**src/rtl/qeciphy_pchannel_pkg.sv**
```systemverilog
// ---------------------------------------------------------------------------
// qeciphy_pchannel_pkg
// Shared types and constants for the QECIPHY P-channel initiator.
//   pchan_state_t : handshake FSM state encoding
//   PSTATE_STOP   : power state 0 (PHY stopped)
//   PSTATE_RUN    : power state 1 (PHY running)
// ---------------------------------------------------------------------------
package qeciphy_pchannel_pkg;

  typedef enum logic [1:0] {
    IDLE    = 2'd0,
    REQ     = 2'd1,
    RELEASE = 2'd2,
    DONE    = 2'd3
  } pchan_state_t;

  localparam logic PSTATE_STOP = 1'b0;
  localparam logic PSTATE_RUN  = 1'b1;

endpackage

```
**src/rtl/qeciphy_timeout_cnt.sv**
```systemverilog
// ---------------------------------------------------------------------------
// qeciphy_timeout_cnt
// Saturating phase timer. Counts cycles while enabled, stops at LIMIT.
//   ACLK     : clock
//   rst_n    : asynchronous active-low reset (count returns to 0)
//   clr      : synchronous clear, wins over en
//   en       : count this cycle
//   terminal : count currently equals LIMIT-1
// ---------------------------------------------------------------------------
module qeciphy_timeout_cnt #(
  parameter int LIMIT = 1024
) (
  input  logic ACLK,
  input  logic rst_n,
  input  logic clr,
  input  logic en,
  output logic terminal
);

  localparam int W = $clog2(LIMIT + 1);
  localparam logic [W-1:0] TERM_VAL = W'(LIMIT - 1);
  localparam logic [W-1:0] MAX_VAL  = W'(LIMIT);

  logic [W-1:0] count_d, count_q;

  // Saturating at LIMIT (one past the terminal value) makes terminal a
  // single-cycle event per phase, so a clear of the error afterwards sticks.
  always_comb begin
    count_d = count_q;
    if (clr) begin
      count_d = '0;
    end else if (en && (count_q != MAX_VAL)) begin
      count_d = count_q + 1'b1;
    end
  end

  always_ff @(posedge ACLK or negedge rst_n) begin
    if (!rst_n) begin
      count_q <= '0;
    end else begin
      count_q <= count_d;
    end
  end

  assign terminal = (count_q == TERM_VAL);

endmodule

```
**src/rtl/qeciphy_pchannel_ctrl.sv**
```systemverilog
// ---------------------------------------------------------------------------
// qeciphy_pchannel_ctrl
// P-channel initiator for QECIPHY: runs the PREQ/PACCEPT four-phase
// handshake for commands taken on a valid/ready port, with optional
// PACTIVE-driven wake to RUN, plus sticky timeout and protocol errors.
//   ACLK, rst_n            : clock, asynchronous active-low reset
//   req_valid/req_state    : command in; req_ready accepts it (IDLE only)
//   auto_wake_en           : allow PACTIVE to request RUN while stopped
//   busy, done, cur_state  : status; done is a one-cycle completion pulse
//   err_timeout, err_proto : sticky errors, cleared by err_clr
//   PSTATE, PREQ           : to QECIPHY
//   PACCEPT, PACTIVE       : from QECIPHY
// ---------------------------------------------------------------------------
module qeciphy_pchannel_ctrl
  import qeciphy_pchannel_pkg::*;
#(
  parameter int   TIMEOUT_CYCLES = 1024,
  parameter logic INIT_PSTATE    = 1'b0
) (
  input  logic ACLK,
  input  logic rst_n,
  input  logic req_valid,
  input  logic req_state,
  output logic req_ready,
  input  logic auto_wake_en,
  output logic busy,
  output logic done,
  output logic cur_state,
  output logic err_timeout,
  output logic err_proto,
  input  logic err_clr,
  output logic PSTATE,
  output logic PREQ,
  input  logic PACCEPT,
  input  logic PACTIVE
);

  pchan_state_t state_d, state_q;
  logic pstate_d, pstate_q;
  logic preq_d, preq_q;
  logic cur_state_d, cur_state_q;
  logic done_d, done_q;
  logic err_timeout_d, err_timeout_q;
  logic err_proto_d, err_proto_q;

  logic take_req;
  logic target;
  logic timer_clr;
  logic timer_en;
  logic timer_term;

  // Explicit command has priority; auto-wake only when nothing is offered.
  always_comb begin
    take_req = 1'b0;
    target   = PSTATE_STOP;
    if (req_valid) begin
      take_req = 1'b1;
      target   = req_state;
    end else if (auto_wake_en && PACTIVE && (cur_state_q == PSTATE_STOP)) begin
      take_req = 1'b1;
      target   = PSTATE_RUN;
    end
  end

  always_comb begin
    state_d     = state_q;
    pstate_d    = pstate_q;
    preq_d      = preq_q;
    cur_state_d = cur_state_q;
    unique case (state_q)
      IDLE: begin
        if (take_req) begin
          if (target != cur_state_q) begin
            pstate_d = target;
            preq_d   = 1'b1;
            state_d  = REQ;
          end else begin
            state_d = DONE;
          end
        end
      end
      REQ: begin
        if (PACCEPT) begin
          preq_d  = 1'b0;
          state_d = RELEASE;
        end
      end
      RELEASE: begin
        if (!PACCEPT) begin
          cur_state_d = pstate_q;
          state_d     = DONE;
        end
      end
      DONE: begin
        state_d = IDLE;
      end
      default: begin
        state_d = IDLE;
      end
    endcase
  end

  // Timer restarts on entry to each waiting phase and runs only while waiting.
  assign timer_clr = ((state_q == IDLE) && (state_d == REQ)) ||
                     ((state_q == REQ) && (state_d == RELEASE));
  assign timer_en  = (state_q == REQ) || (state_q == RELEASE);

  qeciphy_timeout_cnt #(
    .LIMIT (TIMEOUT_CYCLES)
  ) u_timeout_cnt (
    .ACLK     (ACLK),
    .rst_n    (rst_n),
    .clr      (timer_clr),
    .en       (timer_en),
    .terminal (timer_term)
  );

  // Registered done is high exactly while the FSM sits in DONE.
  // For the sticky errors a new set beats a simultaneous clear.
  always_comb begin
    done_d        = (state_d == DONE);
    err_timeout_d = (timer_en && timer_term) || (err_timeout_q && !err_clr);
    err_proto_d   = ((state_q == IDLE) && PACCEPT) || (err_proto_q && !err_clr);
  end

  always_ff @(posedge ACLK or negedge rst_n) begin
    if (!rst_n) begin
      state_q       <= IDLE;
      pstate_q      <= INIT_PSTATE;
      preq_q        <= 1'b0;
      cur_state_q   <= INIT_PSTATE;
      done_q        <= 1'b0;
      err_timeout_q <= 1'b0;
      err_proto_q   <= 1'b0;
    end else begin
      state_q       <= state_d;
      pstate_q      <= pstate_d;
      preq_q        <= preq_d;
      cur_state_q   <= cur_state_d;
      done_q        <= done_d;
      err_timeout_q <= err_timeout_d;
      err_proto_q   <= err_proto_d;
    end
  end

  assign req_ready   = (state_q == IDLE);
  assign busy        = (state_q != IDLE);
  assign done        = done_q;
  assign cur_state   = cur_state_q;
  assign err_timeout = err_timeout_q;
  assign err_proto   = err_proto_q;
  assign PSTATE      = pstate_q;
  assign PREQ        = preq_q;

endmodule

```
**config.mk**
```make
export PLATFORM = sky130hd
export DESIGN_NAME = qeciphy_pchannel_ctrl
export DESIGN_NICKNAME = d
export VERILOG_FILES = /design/src/rtl/qeciphy_pchannel_pkg.sv /design/src/rtl/qeciphy_timeout_cnt.sv /design/src/rtl/qeciphy_pchannel_ctrl.sv
export SDC_FILE = /design/constraint.sdc
export NUM_CORES = 1
export LEC_CHECK = 0
export BUFFER_PORTS_ARGS = -buffer_cell sky130_fd_sc_hd__buf_4
export CELL_PAD_IN_SITES_DETAIL_PLACEMENT = 1
export CELL_PAD_IN_SITES_GLOBAL_PLACEMENT = 1
export CORE_ASPECT_RATIO = 0.75
export CORE_MARGIN = 2
export CORE_UTILIZATION = 31
export DETAILED_ROUTE_END_ITERATION = 16
export HOLD_SLACK_MARGIN = 0.08
export PLACE_DENSITY_LB_ADDON = 0.2
export SETUP_SLACK_MARGIN = 0.3
export SLEW_MARGIN = 25
export SYNTH_ARGS = -nofsm -noshare
export SYNTH_HDL_FRONTEND = slang
export SYNTH_SLANG_ARGS = --single-unit
```
**constraint.sdc**
```tcl
create_clock -name ACLK -period 2.16 [get_ports ACLK]
set_input_delay 0.216 -clock ACLK [delete_from_list [all_inputs] [get_ports ACLK]]
set_output_delay 0.216 -clock ACLK [all_outputs]
set_load 0.01 [all_outputs]
```
# After elaboration in Yosys (flattened, before gate mapping)

Index checks and enable logic that the tools add are counted.

$add $sub $neg: 1
Equal/unequal tests: 12
Multiplexer cells: 14
Bitwise operators: 2
Reduce and logical (&&, ||, !) cells: 21

Operators with widths:

| operator                                               | number |
|---|---|
| two-way mux 11 bit                                     | 2 |
| adder 11 x 1 -> 11 bit (second input constant)         | 1 |
| equality test 11 x 10 -> 1 bit (second input constant) | 1 |
| inequality test 11 bit (second input constant)         | 1 |
| logical AND 1 bit                                      | 9 |
| equality test 2 bit (second input constant)            | 4 |
| two-way mux 2 bit                                      | 4 |
| one-hot mux 2 bit (4 select lines)                     | 1 |
| two-way mux 1 bit                                      | 6 |
| nonzero test 2 bit                                     | 3 |
| equality test 2 x 1 -> 1 bit (second input constant)   | 2 |
| logical OR 1 bit                                       | 4 |
| inequality test 2 x 1 -> 1 bit (second input constant) | 2 |
| AND reduction 4 bit                                    | 1 |
| AND reduction 3 bit                                    | 1 |
| logical NOT 2 bit                                      | 1 |
| inequality test 2 bit (second input constant)          | 1 |
| inverter 1 bit                                         | 2 |
| one-hot mux 1 bit (2 select lines)                     | 1 |
| AND reduction 2 bit                                    | 1 |
| logical NOT 1 bit                                      | 1 |
| inequality test 1 bit                                  | 1 |

Output and inout bits: 8
Input bits: 8
Logic and storage cells: 58
Register bits after elaboration: 19

# Depth between registers and ports, before layout

Gate-level depths: netlist of run 1.

Word-level depth: 12
Gate-level depth with buffers: 8
Depth with buffers taken out: 7

# By module

Synthesis of run 1 repeated with hierarchy kept, for this count alone.

Cells, all modules: 119
Area, all modules: 1127.3 sq um

By module, submodules not included:

| module                | area an instance (sq um) | seq. area each (sq um) | cells each | times used |
|---|---|---|---|---|
| qeciphy_timeout_cnt   | 630.6                    | 275.3                  | 67         | 1 |
| qeciphy_pchannel_ctrl | 496.7                    | 200.2                  | 52         | 1 |

# Worst setup path after synthesis of run 1

OpenSTA, ideal clock, no wires.

Path kind: register to register
From: register state_q[0]
To: register u_timeout_cnt.count_q[0]
Library setup time: 0.119 ns
Path slack: 0.126 ns
Data arrival time: 1.914 ns
Clock period less this slack: 2.034 ns
Required time: 2.041 ns
Stages on the path, launching flop included: 9
Path buffers: 1
Path through: dfrtp_1 > inv_1 > ha_1 > inv_2 > nor4_2 > a211oi_2 > a2bb2oi_2 > buf_6 > nor2_2

Word-level cells in the longest chain between the ends: 6
Elaborated cells on any way between the ends: 17
Classes of those cells: 5 x eq/ne; 5 x mux; 7 x reduce/logical

RTL lines:

| item                                                                       | line                                                       | text |
|---|---|---|
| start: declaration                                                         | qeciphy_pchannel_ctrl.sv:38                                | `pchan_state_t state_d, state_q;` |
| start signal: assignment                                                   | qeciphy_pchannel_ctrl.sv:136                               | `state_q <= state_d;` |
| logical NOT 2 bit (*)                                                      | --                                                         |  |
| via req_ready                                                              | qeciphy_pchannel_ctrl.sv:24                                | `output logic req_ready,` |
| one-hot mux 2 bit (4 select lines) (*)                                     | qeciphy_pchannel_ctrl.sv:70                                | `unique case (state_q)` |
| via state_d[1]                                                             | qeciphy_pchannel_ctrl.sv:38                                |  |
| equality test 2 x 1 -> 1 bit / equality test 2 bit (equally long branches) | qeciphy_pchannel_ctrl.sv:104, qeciphy_pchannel_ctrl.sv:105 |  |
| logical AND 1 bit (on tied branches)                                       | qeciphy_pchannel_ctrl.sv:104, qeciphy_pchannel_ctrl.sv:105 |  |
| logical OR 1 bit (*)                                                       | qeciphy_pchannel_ctrl.sv:104                               | `assign timer_clr = ((state_q == IDLE) && (state_d == REQ)) \|\|` |
| two-way mux 11 bit / nonzero test 2 bit (equally long branches)            | --                                                         |  |
| end signal: assignment                                                     | qeciphy_timeout_cnt.sv:41                                  | `count_q <= count_d;` |
| end: declaration                                                           | qeciphy_timeout_cnt.sv:24                                  | `logic [W-1:0] count_d, count_q;` |

The timed path passes the listed nets; every way through them passes the cells marked *.
A chain may end at the register's enable or synchronous reset.

# Final worst setup path of run 1

From: register cur_state_q (netlist: cur_state)
To: register u_timeout_cnt.count_q[7]

Word-level cells in the longest chain between the ends: 12
Elaborated cells on any way between the ends: 16
Classes of those cells: 3 x eq/ne; 7 x mux; 1 x bitwise; 5 x reduce/logical

RTL lines:

| item                                                                       | line                                                       | text |
|---|---|---|
| start: declaration                                                         | qeciphy_pchannel_ctrl.sv:41                                | `logic cur_state_d, cur_state_q;` |
| start signal: assignment                                                   | qeciphy_pchannel_ctrl.sv:139                               | `cur_state_q <= cur_state_d;` |
| inverter 1 bit                                                             | qeciphy_pchannel_ctrl.sv:59                                | `end else if (auto_wake_en && PACTIVE && (cur_state_q == PSTATE_STOP)) begin` |
| logical AND 1 bit                                                          | qeciphy_pchannel_ctrl.sv:59                                |  |
| two-way mux 1 bit                                                          | qeciphy_pchannel_ctrl.sv:59                                |  |
| two-way mux 1 bit                                                          | qeciphy_pchannel_ctrl.sv:56                                | `if (req_valid) begin` |
| inequality test 1 bit                                                      | qeciphy_pchannel_ctrl.sv:73                                | `if (target != cur_state_q) begin` |
| two-way mux 2 bit                                                          | qeciphy_pchannel_ctrl.sv:73                                |  |
| two-way mux 2 bit (*)                                                      | qeciphy_pchannel_ctrl.sv:72                                | `if (take_req) begin` |
| one-hot mux 2 bit (4 select lines) (*)                                     | qeciphy_pchannel_ctrl.sv:70                                |  |
| equality test 2 x 1 -> 1 bit / equality test 2 bit (equally long branches) | qeciphy_pchannel_ctrl.sv:104, qeciphy_pchannel_ctrl.sv:105 |  |
| logical AND 1 bit (on tied branches)                                       | qeciphy_pchannel_ctrl.sv:104, qeciphy_pchannel_ctrl.sv:105 |  |
| logical OR 1 bit (*)                                                       | qeciphy_pchannel_ctrl.sv:104                               |  |
| two-way mux 11 bit / nonzero test 2 bit (equally long branches)            | --                                                         |  |

Every way passes the cells marked *; elsewhere a longest branch is shown, timed or not.

==> results of run 1 <==
[cells by family after synthesis]
logic type,synth area share
buf+inv,0.04105
xor+xnor,0.08780
flops,0.4333
compound gates,0.1197
fa+ha+maj,0.05701
mux,0.02394
simple gates,0.2372
[cell usage in the layout, fill, tap and decap left out, types with 3 or more instances in the layout]
cell type,synthesis,final
nor2_4,0,4
nor2_2,10,6
nor3_1,5,4
nand3_1,3,3
ha_1,5,3
clkbuf_8,0,3
xor2_1,7,7
xnor2_1,4,4
o21ai_1,3,3
buf_4,0,23
dfrtp_1,19,17
nor2_1,5,5
nand2_1,10,10
inv_1,8,7
[report_power, final]
part	switching (mW)	total, mW	leakage (nW)	internal (mW)
Clock	0.121	0.250	0.0255	0.128
Combinational	0.687	1.37	0.373	0.683
Sequential	0.0820	0.532	0.248	0.450
[worst max-delay path, stage by stage, from the launching register on]
cell and delay (ns):
dfrtp_1 0.39, and3b_4 0.24, mux2_4 0.31, a2111oi_4 0.35
a2bb2oi_4 0.23, clkbuf_16 0.18, nor2_2 0.04
[metal layers]
layer	up-vias	share of wire	wire [um]
met1	441	0.51	1403
met3	6	0.030	84
met4	0	0.013	36
li1	432	-	-
met2	11	0.45	1244
met5	-	0	0
[repair_timing]
| item | CTS | global route |
|---|---|---|
| hold buffers | 1 | 0 |
| resized for setup | 5 | 10 |
| setup buffers | 2 | 7 |
| endpoints found under the hold margin | 19 | 0 |
| pin swaps | 3 | 6 |
| cloned | 0 | 1 |
| endpoints found under the setup margin | 11 | 11 |
[stage by stage]
| step | instances | hold slack (ns) | power [mW] | utilization | setup WS [ns] |
|---|---|---|---|---|---|
| 6_report | 179 | 0.1178 | 2.152 | 0.4572 | 0.3069 |
| 3_5_place_dp | 164 | 0.1096 | 1.531 | 0.3870 | 0.1026 |
| 4_1_cts | 171 | 0.1119 | 1.900 | 0.4197 | 0.3033 |
| 3_3_place_gp | 164 | 0.1053 | 1.492 | 0.3870 | 0.1795 |
| 5_1_grt | 179 | 0.1213 | 2.306 | 0.4572 | 0.2231 |
| 2_1_floorplan | 109 | -0.07959 | 1.196 | - | 0.3334 |
[worst paths after layout]
| kind | startpoint | end | slack (ns) | cells past startpoint |
|---|---|---|---|---|
| worst min-delay path | err_clr | err_timeout | 0.12 | 2 |
| max in group asynchronous | rst_n | state_q[1] | 1.56 | 2 |
| worst max-delay path | cur_state | u_timeout_cnt.count_q[7] | 0.31 | 6 |
| worst min register to register | err_proto | err_proto | 0.53 | 2 |
| worst max register to register | cur_state | u_timeout_cnt.count_q[7] | 0.31 | 6 |
| min in group asynchronous | rst_n | PREQ | 0.36 | 2 |
[registers in the layout, indices dropped and copies added, names as in the netlist]
name and flops:
err_proto 1, PSTATE 1, err_timeout 1, PREQ 1
cur_state 1, u_timeout_cnt.count_q 11, state_q 2, done 1
[final cells by class]
type	count	area share
repair buffers	27	0.1626
flip-flops and latches	19	0.3136
clock inverters	1	0.003284
inverters	9	0.02381
well taps	40	0.03284
multi-input cells	80	0.4368
clock buffers	3	0.02709
==> results.txt, run 1 <==
----------------------------------------------------
[STA]
  Worst slew margin relative to its limit ... 0.6408
  Final critical delay including setup and external delays ... 1.853 ns
  Total negative setup slack ... 0 ns
  Final hold violations ... 0
  Worst clock skew ... 0.008680 ns
  Number of setup violations in the final report ... 0
  Maximum achievable frequency ... 0.5396 GHz
  RSZ-0062 raised after global routing ... true
  Number of slew-limit violations in the final report ... 0
  Slew at the pin with the worst max-slew slack ... 0.5318 ns
  Portion of the clock cycle consumed by the worst path in the final layout ... 0.8579

[Synth]
  Synthesized net count ... 122
  Warnings from Yosys ... 0
  Post-synthesis average cell area ... 10.07 um^2
  Top cells by count, synth ... dfrtp_1 (19), nand2_1 (10), nor2_2 (10)
  Dominant register cell in the synthesized netlist ... dfrtp_1
  Share of synthesized area occupied by flip-flops and latches ... 0.4333
  Leading cell types by total area after synthesis ... dfrtp_1 (43%), ha_1 (5.7%), nor2_2 (5.7%), xor2_1 (5.6%), nand2_1 (3.4%)
  Share of synthesized registers carrying an async set or reset ... 1.000
  Library cell occupying the most area in the post-synthesis netlist ... dfrtp_1
  Most repeated cell in the gate-level netlist after synthesis ... dfrtp_1
  Number of distinct library cells after synthesis ... 34
  Count of flip-flops with a built-in enable after synthesis ... 0
  Cell area after synthesis ... 1097 um^2
  Yosys top cell area share ... 0.4333
  Flops & latches, synth ... 19
  Number of instances in the synthesized netlist ... 109

[Pwr]
  Worst VDD drop ... 0.0006619 V
  Leakage power figure ... 0.6462 nW
  Areal power density over the cells ... 1412 nW/um^2

[Floorplan]
  Die Area ... 4037 um^2
  Chip height ... 55.53 um
  Total number of placement rows ... 18
  Ports ... 16
  CORE AREA ... 3333 um^2
  Die Span X ... 72.70 um
  Starting density of the core ... 0.3292

[Clock network]
  Clock tree from TritonCTS ... built
  CTS Root Buffer Type ... clkbuf_8
  Number of levels in the clock H-tree ... 1
  Num CTS Buffers ... 3
  Number of sinks on the clock net ... 19
  Worst skew pair latency ... 0.26 ns
  Clock transition at the register clock pins on the worst setup and hold paths after CTS ... 0.08 ns
  Max clock buf depth ... 2

[Detailed routing]
  Final Routed Wirelength ... 2769 um
  Final routed wire length divided by cell count ... 15.47 um
  Vias after detailed routing ... 890
  Average vias per placed instance ... 4.972
  Residual antenna-violating net count after detailed routing ... 0
  First-iteration detailed-routing DRC count ... 26
  Number of DRC violations after detailed routing ... 0
  DRT Pass-1 Iters ... 4

[Layout]
  Fraction of layout cells with a size suffix above 1 ... 0.4029
  Net count reported at finish ... 153
  FILL cells ... 368
  Sequential cell area ... 478.0 um^2
  Signed area change from the synthesized netlist to the final layout ... 38.88%
  Design area ... 1524 um^2
  Area taken by multi-input logic gates ... 665.6 um^2
  Number of antenna cells inserted ... 0

[GRT]
  All-layer global routing usage ... 0.1495
  First-pass GRT wire length ... 4650 um
  Met2 track demand over resource ... 0.2130
  Overflow after GRT ... 0
  Via count of the first global-routing pass ... 942
  Maximum number of pins on one net before global-route repair ... 20
  Global-route track usage on met3 ... 0.04380
  Most used routing layer ... met1
  GR met1 Demand/Resource ... 0.2229
  Number of antenna violations at the first check in global routing ... 0

[Worst hold path]
  Path class of the lowest-slack min-delay path ... input port to register

[Critical path]
  Max FO, Critical Path ... 5
  Arrival time reported for the critical path endpoint ... 2.00 ns
  Critical path start-end classification ... register to register
  Required @ worst endpoint ... 2.31 ns
  Kind of capture point of the worst setup path ... register
  Nature of the critical path startpoint ... register

[Placement]
  Routability cong. ... 0.8400
  Quantity of I/O buffers inserted on ports ... 15
  HPWL after detailed placement ... 1956 um
  Total cell area at the placement stage ... 1290 um^2

[Job]
  Count of max-cap constraint violations ... 0

[Status]
  Outcome ... finished, final reports clean

----------------------------------------------------
(Power assumes the default switching activity.)
==> run 2: changes to the inputs <==
--- a/config.mk
+++ b/config.mk
@@ -9,11 +9,12 @@
 export CELL_PAD_IN_SITES_DETAIL_PLACEMENT = 1
 export CELL_PAD_IN_SITES_GLOBAL_PLACEMENT = 1
 export CORE_ASPECT_RATIO = 0.75
-export CORE_MARGIN = 2
+export CORE_MARGIN = 5
 export CORE_UTILIZATION = 31
 export DETAILED_ROUTE_END_ITERATION = 16
 export HOLD_SLACK_MARGIN = 0.08
 export PLACE_DENSITY_LB_ADDON = 0.2
+export REMOVE_ABC_BUFFERS = 1
 export SETUP_SLACK_MARGIN = 0.3
 export SLEW_MARGIN = 25
 export SYNTH_ARGS = -nofsm -noshare
==> run 2 against run 1 <==
Core utilization decreased by 2.5 points. Clock-buffer cell count unchanged. Clock power decreased by 2%. Via count increased by 0.11%. Largest power group unchanged. Final cell count decreased by 0.56%. Worst hold slack improved by 0.011 ns.
==> results.txt, run 2 (synthesized netlist as in run 1, its figures left out) <==
----------------------------------------------------
[Layout]
  Commonest non-fill, non-tap cell in the layout ... buf_4 (unchanged)
  Number of antenna cells inserted ... 0 (unchanged)
  Largest register FFs ... 11 (unchanged)
  Signed area change from the synthesized netlist to the final layout ... 32.16% (was 38.88%)
  Fraction of the core area covered by cells at the end of the flow ... 0.4321 (was 0.4572)
  Register with the highest flop count ... u_timeout_cnt.count_q (unchanged)
  Net count reported at finish ... 152 (was 153)
  Fraction of layout cells with a size suffix above 1 ... 0.3768 (was 0.4029)
  Largest registers ... u_timeout_cnt.count_q x11, state_q x2 (unchanged)
  Most frequent cells in the layout ... buf_4 (23), dfrtp_1 (19), nand2_1 (10) (was buf_4 (23), dfrtp_1 (17), nand2_1 (10))

[GRT]
  Number of antenna violations at the first check in global routing ... 0 (unchanged)
  Via count of the first global-routing pass ... 925 (was 942)
  Overflow after GRT ... 0 (unchanged)
  First-pass GRT wire length ... 4705 um (was 4650 um)
  Maximum number of pins on one net before global-route repair ... 20 (unchanged)
  All-layer global routing usage ... 0.1291 (was 0.1495)

[Floorplan]
  Total number of placement rows ... 18 (unchanged)
  Chip height ... 61.53 um (was 55.53 um)
  Die Span X ... 78.70 um (was 72.70 um)
  Die Area ... 4842 um^2 (was 4037 um^2)
  Starting density of the core ... 0.3270 (was 0.3292)
  CORE AREA ... 3356 um^2 (was 3333 um^2)
  Ports ... 16 (unchanged)

[STA]
  Maximum achievable frequency ... 0.5334 GHz (was 0.5396 GHz)
  Number of slew-limit violations in the final report ... 0 (unchanged)
  Final critical delay including setup and external delays ... 1.875 ns (was 1.853 ns)
  RSZ-0062 raised after global routing ... true (unchanged)
  Portion of the clock cycle consumed by the worst path in the final layout ... 0.8679 (was 0.8579)
  Worst clock skew ... 0.006058 ns (was 0.008680 ns)
  Number of setup violations in the final report ... 0 (unchanged)
  Final Hold Slack ... 0.1287 ns (was 0.1178 ns)
  Final hold violations ... 0 (unchanged)
  Slew at the pin with the worst max-slew slack ... 0.3851 ns (was 0.5318 ns)
  Worst slew margin relative to its limit ... 0.7421 (was 0.6408)

[Detailed routing]
  Number of DRC violations after detailed routing ... 0 (unchanged)
  Residual antenna-violating net count after detailed routing ... 0 (unchanged)
  Vias after detailed routing ... 891 (was 890)
  First-iteration detailed-routing DRC count ... 26 (unchanged)
  DRT Pass-1 Iters ... 4 (unchanged)
  Final Routed Wirelength ... 2771 um (was 2769 um)
  Average vias per placed instance ... 5.006 (was 4.972)
  Final routed wire length divided by cell count ... 15.57 um (was 15.47 um)

[Clock network]
  Clock transition at the register clock pins on the worst setup and hold paths after CTS ... 0.07 ns (was 0.08 ns)
  Clock tree from TritonCTS ... built (unchanged)
  Worst skew pair latency ... 0.26 ns (about the same)
  Num CTS Buffers ... 3 (unchanged)
  CTS Root Buffer Type ... clkbuf_8 (unchanged)
  Number of sinks on the clock net ... 19 (unchanged)
  Number of levels in the clock H-tree ... 1 (unchanged)
  Max clock buf depth ... 2 (unchanged)

[Critical path]
  Critical path start-end classification ... register to register (unchanged)
  Nature of the critical path startpoint ... register (unchanged)
  Required @ worst endpoint ... 2.31 ns (about the same)
  Kind of capture point of the worst setup path ... register (unchanged)
  Arrival time reported for the critical path endpoint ... 2.03 ns (was 2.00 ns)
  Max FO, Critical Path ... 5 (unchanged)

[Placement]
  Quantity of I/O buffers inserted on ports ... 15 (unchanged)
  HPWL after detailed placement ... 1918 um (was 1956 um)
  Routability cong. ... 0.8275 (was 0.8400)

[Pwr]
  Areal power density over the cells ... 1345 nW/um^2 (was 1412 nW/um^2)
  Worst VDD drop ... 0.0005661 V (was 0.0006619 V)
  Leakage power figure ... 0.6259 nW (was 0.6462 nW)

[Job]
  Count of max-cap constraint violations ... 0 (unchanged)

[Status]
  Outcome ... finished, final reports clean (unchanged)

[Worst hold path]
  Path class of the lowest-slack min-delay path ... input port to register (unchanged)

----------------------------------------------------
==> run 2: cell count changes in the layout (fill, tap and decap cells not counted), sizes merged <==
cell	delta
clkbuf	-1
==> run 2: power breakdown <==
group	leakage, nW	switching [mW]	internal (mW)
Clock	0.0255	0.117	0.128
Sequential	0.250	0.0752	0.446
Combinational	0.350	0.639	0.545
Total	0.626	0.832	1.12
==> run 2: worst paths after layout <==
kind                           start                       end  slack, ns  cells past startpoint
hold reg to reg                 PREQ                      PREQ       0.52                      2
setup reg to reg           cur_state  u_timeout_cnt.count_q[7]       0.29                      6
setup / recovery           cur_state  u_timeout_cnt.count_q[7]       0.29                      6
min in group asynchronous      rst_n                      done       0.37                      2
hold / removal               err_clr               err_timeout       0.13                      2
max in group asynchronous      rst_n  u_timeout_cnt.count_q[4]       1.59                      2
==> run 2: what timing repair did <==
| action | in CTS | in global routing |
|---|---|---|
| resized for setup | 6 | 7 |
| cloned | 1 | 0 |
| setup buffers | 7 | 0 |
| endpoints found under the setup margin | 12 | 11 |
| hold buffers | 1 | 0 |
| pin swaps | 5 | 4 |
| hold endpoints to repair | 19 | 0 |
==> run 2: area by class of cell <==
class,instances,area (um^2)
clock buffer,3,41.29
clock inverter,1,5.005
inverter,9,33.78
timing repair buffer,26,205.2
fill,374,1906
sequential,19,475.5
multi-input combinational,80,639.4
tap,40,50.05
==> run 2: metrics by stage <==
step / setup slack [ns] / power (mW) / TNS [ns] / std cells / cell area (um^2)
floorplan: -0.09273 / 1.113 / -0.7370 / 108 / 1086
global route: 0.2212 / 2.078 / 0 / 178 / 1450
detailed placement: 0.0006954 / 1.418 / 0 / 165 / 1264
CTS: 0.2853 / 1.847 / 0 / 178 / 1404
global placement: 0.1983 / 1.398 / 0 / 165 / 1264
finish: 0.2853 / 1.951 / 0 / 178 / 1450
==> run 2: worst max-delay path, stage by stage, from the launching register on <==
cell,delay (ns)
dfrtp_1,0.41
and3b_4,0.24
mux2_4,0.31
a2111oi_4,0.33
a2bb2oi_2,0.25
buf_6,0.18
nor2_2,0.05
==> run 2: per-layer routing <==
metal	track usage	share of wire
met5	0	0
met4	0.04489	0.012
met3	0.03655	0.034
met2	0.2007	0.45
met1	0.1744	0.51
